`src/rtl/dc_wr_fifo.sv`:
```
// Store write-back buffer between write-back and the dcache. Stores drain in order from the head.
// Loads whose 16-byte line span overlaps a buffered or incoming store raise mem_conflict.
module dc_wr_fifo #(
  parameter int DEPTH = 4
) (
  input  logic                     clk,
  input  logic                     rst,
  input  logic                     wb_push,
  input  logic [31:0]              wb_wr_addr,
  input  logic [63:0]              wb_wr_data,
  input  logic [1:0]               wb_wr_size,
  input  logic                     mem_wr_done,
  input  logic                     v_mem_read,
  input  logic [31:0]              mem_rd_addr,
  input  logic [1:0]               mem_rd_size,
  output logic [31:0]              mem_wr_addr,
  output logic [63:0]              mem_wr_data,
  output logic [1:0]               mem_wr_size,
  output logic                     wr_fifo_empty,
  output logic                     wr_fifo_to_be_full,
  output logic                     wr_fifo_full,
  output logic [$clog2(DEPTH):0]   wr_fifo_count,
  output logic                     mem_conflict,
  output logic                     push_drop
);
  localparam int AW = $clog2(DEPTH);
  localparam logic [AW:0] FULLC = (AW+1)'(DEPTH);

  logic [AW-1:0] head_q, head_d, tail_q, tail_d, off;
  logic [AW:0]   count_q, count_d;
  logic          push_drop_q, push_drop_d;
  logic [31:0]   addr_q [DEPTH];
  logic [63:0]   data_q [DEPTH];
  logic [1:0]    size_q [DEPTH];
  logic          pop, push_ok, conf;
  logic [27:0]   ld_s, ld_e;

  function automatic logic [27:0] line_end(input logic [31:0] a, input logic [1:0] s);
    logic [31:0] e;
    e = a + (32'd1 << s) - 32'd1;
    return e[31:4];
  endfunction

  function automatic logic overlap(input logic [27:0] as, ae, bs, be);
    return (as <= be) && (bs <= ae);
  endfunction

  // A full buffer still takes a push when the head drains in the same cycle.
  assign pop     = mem_wr_done && (count_q != '0);
  assign push_ok = wb_push && ((count_q < FULLC) || pop);

  always_comb begin
    head_d      = head_q;
    tail_d      = tail_q;
    count_d     = count_q;
    push_drop_d = push_drop_q | (wb_push & ~push_ok);
    if (pop)     head_d = head_q + 1'b1;
    if (push_ok) tail_d = tail_q + 1'b1;
    if (push_ok && !pop)      count_d = count_q + 1'b1;
    else if (pop && !push_ok) count_d = count_q - 1'b1;
  end

  always_ff @(posedge clk) begin
    if (rst) begin
      head_q      <= '0;
      tail_q      <= '0;
      count_q     <= '0;
      push_drop_q <= 1'b0;
    end else begin
      head_q      <= head_d;
      tail_q      <= tail_d;
      count_q     <= count_d;
      push_drop_q <= push_drop_d;
    end
  end

  always_ff @(posedge clk) begin
    if (push_ok) begin
      addr_q[tail_q] <= wb_wr_addr;
      data_q[tail_q] <= wb_wr_data;
      size_q[tail_q] <= wb_wr_size;
    end
  end

  // The popping head still blocks loads this cycle; it leaves the valid window next cycle.
  always_comb begin
    conf = 1'b0;
    off  = '0;
    ld_s = mem_rd_addr[31:4];
    ld_e = line_end(mem_rd_addr, mem_rd_size);
    if (wb_push && overlap(ld_s, ld_e, wb_wr_addr[31:4], line_end(wb_wr_addr, wb_wr_size)))
      conf = 1'b1;
    for (int i = 0; i < DEPTH; i++) begin
      off = AW'(i) - head_q;
      if (({1'b0, off} < count_q) &&
          overlap(ld_s, ld_e, addr_q[i][31:4], line_end(addr_q[i], size_q[i])))
        conf = 1'b1;
    end
  end

  assign mem_conflict       = v_mem_read & conf;
  assign mem_wr_addr        = (count_q != '0) ? addr_q[head_q] : 32'd0;
  assign mem_wr_data        = (count_q != '0) ? data_q[head_q] : 64'd0;
  assign mem_wr_size        = (count_q != '0) ? size_q[head_q] : 2'd0;
  assign wr_fifo_empty      = (count_q == '0);
  assign wr_fifo_to_be_full = (count_q >= FULLC - 1'b1);
  assign wr_fifo_full       = (count_q == FULLC);
  assign wr_fifo_count      = count_q;
  assign push_drop          = push_drop_q;
endmodule

```
`config.mk`:
```
export PLATFORM = sky130hd
export DESIGN_NAME = dc_wr_fifo
export DESIGN_NICKNAME = d
export VERILOG_FILES = /design/src/rtl/dc_wr_fifo.sv
export SDC_FILE = /design/constraint.sdc
export NUM_CORES = 1
export LEC_CHECK = 0
export CAP_MARGIN = 20
export CORE_UTILIZATION = 40
export CTS_CLUSTER_DIAMETER = 200
export CTS_CLUSTER_SIZE = 12
export DETAILED_ROUTE_END_ITERATION = 8
export GPL_ROUTABILITY_DRIVEN = 0
export PLACE_DENSITY = 0.59
export SETUP_SLACK_MARGIN = 0.1
export SLEW_MARGIN = 40
export SYNTH_ARGS = -nofsm -noshare
export SYNTH_HDL_FRONTEND = slang
export SYNTH_SLANG_ARGS = --single-unit
```
`constraint.sdc`:
```
create_clock -name clk -period 31.3 [get_ports clk]
set_input_delay 9.39 -clock clk [delete_from_list [all_inputs] [get_ports clk]]
set_output_delay 9.39 -clock clk [all_outputs]
set_load 0.1 [all_outputs]
```
==> metrics.log <==
INFO  metric fmax = 38.8 MHz
INFO  metric detail_route.wirelength = 90,000 um
INFO  metric grt_most_used_layer = met2
INFO  metric worst_setup_path_start_kind = primary input
INFO  metric final_count_of_hold_timing_violations = 0
INFO  metric r2r-start = wr_fifo_count[2]$_SDFFE_PP0P_
INFO  metric cts_tree = built
INFO  metric worst-slew-pin-transition = 0.867 ns
INFO  metric max-cap-violations = 0
INFO  metric drt.antenna.violating_nets = 0
INFO  metric number_of_global_route_vias_before_repair = 22,400
INFO  metric ioPinCount = 243
INFO  metric path_max_fanout = 7
INFO  metric synth.lib_cells_used.distinct = 89
INFO  metric post_cts_resize_count = 0
INFO  metric fin_skew = 0.0384 ns
INFO  metric first_pass_iters = 5
INFO  metric clk_path_buf_depth = 3
INFO  metric ys_async_sr_fraction = 0%
INFO  metric final-instance-count-excl-fill = 3,883
INFO  metric final_max_slew_viol_count = 0
INFO  metric core-area = 73,500 sq um
INFO  metric avg_cell_area_syn = 11.4 sq um
INFO  metric first_pass_grt_wire_length = 135,000 um
INFO  metric hold_path.startpoint = push_drop$_SDFF_PP0_
INFO  metric ys_ff_latch = 402
INFO  metric critical_path.endpoint_type = output port
INFO  metric use_met3 = 4.65%
INFO  metric clk_pin_slew_worst_paths = 0.06 ns
INFO  metric final_layout_size_suffix_gt1_share = 11.5%
INFO  metric grt_start_max_net_pins = 93
INFO  metric num_rows = 99
INFO  metric ctsHtreeMaxLevel = 2
INFO  metric synthesis.area = 29,900 sq um
INFO  metric use_met1 = 30.7%
INFO  metric leakage = 14.4 nW
INFO  metric worst_hold_path.num_cells = 2
INFO  metric layout.nets = 3,500
INFO  metric internal-power = 0.00130 W
INFO  metric synth_enable_flop_cells = 392
INFO  metric dr_iter_0_viols = 1,611
INFO  metric p_comb_share = 57.3%
INFO  metric hold_buffers = 0
INFO  metric layout.filler_cells = 6,703
INFO  metric ctsRootBufferMaster = sky130_fd_sc_hd__clkbuf_16
INFO  metric grt_use_met2 = 39.3%
INFO  metric drt-vias-per-instance = 5.73
INFO  metric start_util = 40.8%
INFO  metric die_x = 276 um
INFO  metric critical_path_class = primary input to output port
INFO  metric setup_total_negative_slack = 0 ns
INFO  metric num_vias = 22,300
INFO  metric timing.reg2reg.worst_path_depth = 3
INFO  metric post-dp-hpwl = 69,400 um
INFO  metric synthDominantCellAreaShare = 39.3%
INFO  metric die_h = 276 um
INFO  metric grt_use_total = 23.6%
INFO  metric status = finished clean
INFO  metric cts_made_buffers = 39
INFO  metric synth_area_leaders = sky130_fd_sc_hd__edfxtp_1 (39%), sky130_fd_sc_hd__ha_1 (20%), sky130_fd_sc_hd__mux4_2 (7.4%), sky130_fd_sc_hd__inv_1 (3.4%), sky130_fd_sc_hd__a21o_1 (2.5%)
INFO  metric wl_per_cell = 23.2 um
INFO  metric grt_setup_unrepaired = false
INFO  metric area.growth.synth_to_final = 14.3%
INFO  metric clk-insertion-delay-late = 0.60 ns
INFO  metric clock_sink_count = 402
INFO  metric netlist.top_cell.by_area = sky130_fd_sc_hd__edfxtp_1
INFO  metric power.switching_fraction = 51.5%
INFO  metric port_buffers = 242
INFO  metric report.final.setup_viol = 0
INFO  metric cts_setup_buffers = 0
INFO  metric vdd.ir_drop.worst = 0.0000933 V
INFO  metric worst_slew_margin_rel = 40.7%
INFO  metric dpl.cell_count = 3,809
INFO  metric net-switching-power = 0.00138 W
INFO  metric die_area = 75,900 sq um
INFO  metric gr-total-overflow = 0
INFO  metric synth-seq-area-share = 40.0%
INFO  metric critPathRequiredTime = 21.91 ns
INFO  metric min-delay-path-class = register to register
INFO  metric antenna_found_initial = 8
INFO  metric arrival = 16.41 ns
INFO  metric ys.warnings.count = 0
INFO  metric worst_setup_path_startpoint = wb_wr_addr[8]
INFO  metric pwr_density_cell = 78.3 nW/um^2
INFO  metric synthCells = 2,636
INFO  metric most_used_flip_flop_cell_after_synthesis = sky130_fd_sc_hd__edfxtp_1
INFO  metric seq_power_share = 25.8%
INFO  metric remaining_drc_errors = 0
INFO  metric finalCritPeriodShare = 82.4%
INFO  metric timing.final.crit_period = 25.80 ns
INFO  metric p_clk_share = 16.9%
INFO  metric number_of_nets_in_the_synthesized_netlist = 3,245
==> state kept, by name, summed over array words and instances (netlist names), named ones only <==
| name | cells |
|---|---|
| addr_q | 128 |
| push_drop | 1 |
| data_q | 256 |
| head_q | 2 |
| tail_q | 2 |
| size_q | 8 |
| wr_fifo_count | 3 |
==> synthesized netlist by cell type, types with 15 or more instances <==
library cell and n:
sky130_fd_sc_hd__edfxtp_1 392, sky130_fd_sc_hd__nor2_1 98, sky130_fd_sc_hd__a211oi_1 16, sky130_fd_sc_hd__ha_1 471, sky130_fd_sc_hd__nand2_1 105, sky130_fd_sc_hd__a31oi_1 21
sky130_fd_sc_hd__and3_1 26, sky130_fd_sc_hd__a21o_1 101, sky130_fd_sc_hd__xor2_1 57, sky130_fd_sc_hd__o21a_1 45, sky130_fd_sc_hd__mux4_2 98, sky130_fd_sc_hd__o211ai_1 18
sky130_fd_sc_hd__nor2b_1 36, sky130_fd_sc_hd__nor4_1 17, sky130_fd_sc_hd__and2_1 115, sky130_fd_sc_hd__xnor2_1 86, sky130_fd_sc_hd__a21oi_1 138, sky130_fd_sc_hd__or2_2 34
sky130_fd_sc_hd__o21bai_1 21, sky130_fd_sc_hd__nand3_1 36, sky130_fd_sc_hd__nor3_1 46, sky130_fd_sc_hd__inv_1 275, sky130_fd_sc_hd__clkbuf_1 27, sky130_fd_sc_hd__nand4_1 50
sky130_fd_sc_hd__nand2b_1 24, sky130_fd_sc_hd__o21ai_0 84, sky130_fd_sc_hd__and4_1 15, sky130_fd_sc_hd__or3_1 16
==> metrics by stage <==
| stage | cell area (sq um) | hold slack (ns) | power (W) | setup slack (ns) | util (%) |
|---|---|---|---|---|---|
| finish | 34200 | 0.475 | 0.00268 | 5.50 | 46.6 |
| global route | 34200 | 0.535 | 0.00281 | 5.12 | 46.6 |
| CTS | 34200 | 0.483 | 0.00270 | 5.55 | 46.6 |
| detailed placement | 33100 | 0.463 | 0.00224 | 5.57 | 45.0 |
| global placement | 33500 | 0.459 | 0.00231 | 4.76 | 45.6 |
| floorplan | 29900 | 0.514 | 0.00189 | 6.63 | - |
==> final timing paths <==
check	endpoint	slack, ns
worst max register to register	data_q[2][45]$_DFFE_PP_	28.41
worst min register to register	push_drop$_SDFF_PP0_	0.47
worst min-delay path	push_drop$_SDFF_PP0_	0.47
worst max-delay path	mem_conflict	5.50
==> final cells by class <==
type	instances	area (sq um)	area share, %
flip-flops and latches	402	12000	35.0
clock inverters	3	68.8	0.201
clock buffers	68	1080	3.17
well taps	959	1200	3.51
diodes	3	7.51	0.0219
repair buffers	255	2050	5.98
multi-input cells	1918	16800	49.1
inverters	275	1030	3.02
==> power by group through the flow <==
stage               logic, W  clock network (W)  registers [W]
finish               0.00153           0.000452       0.000692
global route         0.00163           0.000480       0.000698
CTS                  0.00154           0.000464       0.000693
detailed placement   0.00154                  0       0.000705
global placement     0.00160                  0       0.000703
floorplan            0.00120                  0       0.000690
==> critical path: stages <==
cell                              delay (ns)
sky130_fd_sc_hd__clkdlybuf4s50_1        0.67
sky130_fd_sc_hd__inv_1                  0.10
sky130_fd_sc_hd__ha_1                   0.34
sky130_fd_sc_hd__a21oi_1                0.15
sky130_fd_sc_hd__nor2b_1                0.08
sky130_fd_sc_hd__a2111oi_2              0.37
sky130_fd_sc_hd__nor2_1                 0.09
sky130_fd_sc_hd__a211oi_1               0.71
sky130_fd_sc_hd__a21oi_1                0.24
sky130_fd_sc_hd__o2111a_1               0.31
sky130_fd_sc_hd__or3_1                  0.41
sky130_fd_sc_hd__a2111oi_0              0.46
sky130_fd_sc_hd__a211oi_1               0.10
sky130_fd_sc_hd__ha_1                   0.31
sky130_fd_sc_hd__nand4_1                0.13
sky130_fd_sc_hd__nor3_1                 0.21
sky130_fd_sc_hd__nand3_1                0.09
sky130_fd_sc_hd__o21ai_0                0.10
sky130_fd_sc_hd__a31oi_1                0.13
sky130_fd_sc_hd__or4_1                  0.63
sky130_fd_sc_hd__nor3_1                 0.18
sky130_fd_sc_hd__a32o_1                 0.16
sky130_fd_sc_hd__a311oi_1               0.06
sky130_fd_sc_hd__a41oi_1                0.46
sky130_fd_sc_hd__buf_2                  0.52
==> cell families (layout without fill, tap and decap cells) <==
logic type | after synthesis | count (layout) | share of synthesized area [%]
fa+ha+maj | 472 | 472 | 19.8
buf+inv | 316 | 601 | 4.02
xor+xnor | 144 | 144 | 4.26
other cells | 0 | 3 | 0
mux | 106 | 106 | 7.66
flops | 402 | 402 | 40.0
compound gates | 552 | 552 | 12.5
simple gates | 644 | 644 | 11.8
==> routing by layer <==
metal  routed length [um]  vias up
met3                 6280      162
met4                 3110       14
met2                42100      701
met5                  103        -
met1                38400    10900
li1                     -    10500
==> layout by cell type (no fill, tap or decap), types with 34 or more instances in the layout <==
cell                              Yosys  final
sky130_fd_sc_hd__a21o_1             101    101
sky130_fd_sc_hd__a21oi_1            138    138
sky130_fd_sc_hd__and2_1             115    111
sky130_fd_sc_hd__buf_2                1    106
sky130_fd_sc_hd__clkbuf_16            0     39
sky130_fd_sc_hd__clkdlybuf4s50_1      0    136
sky130_fd_sc_hd__edfxtp_1           392    392
sky130_fd_sc_hd__ha_1               471    471
sky130_fd_sc_hd__inv_1              275    275
sky130_fd_sc_hd__mux4_2              98     98
sky130_fd_sc_hd__nand2_1            105    105
sky130_fd_sc_hd__nand3_1             36     36
sky130_fd_sc_hd__nand4_1             50     50
sky130_fd_sc_hd__nor2_1              98     97
sky130_fd_sc_hd__nor2b_1             36     36
sky130_fd_sc_hd__nor3_1              46     46
sky130_fd_sc_hd__o21a_1              45     45
sky130_fd_sc_hd__o21ai_0             84     84
sky130_fd_sc_hd__or2_2               34     34
sky130_fd_sc_hd__xnor2_1             86     86
sky130_fd_sc_hd__xor2_1              57     57
Power figures use the tool's default switching activity.
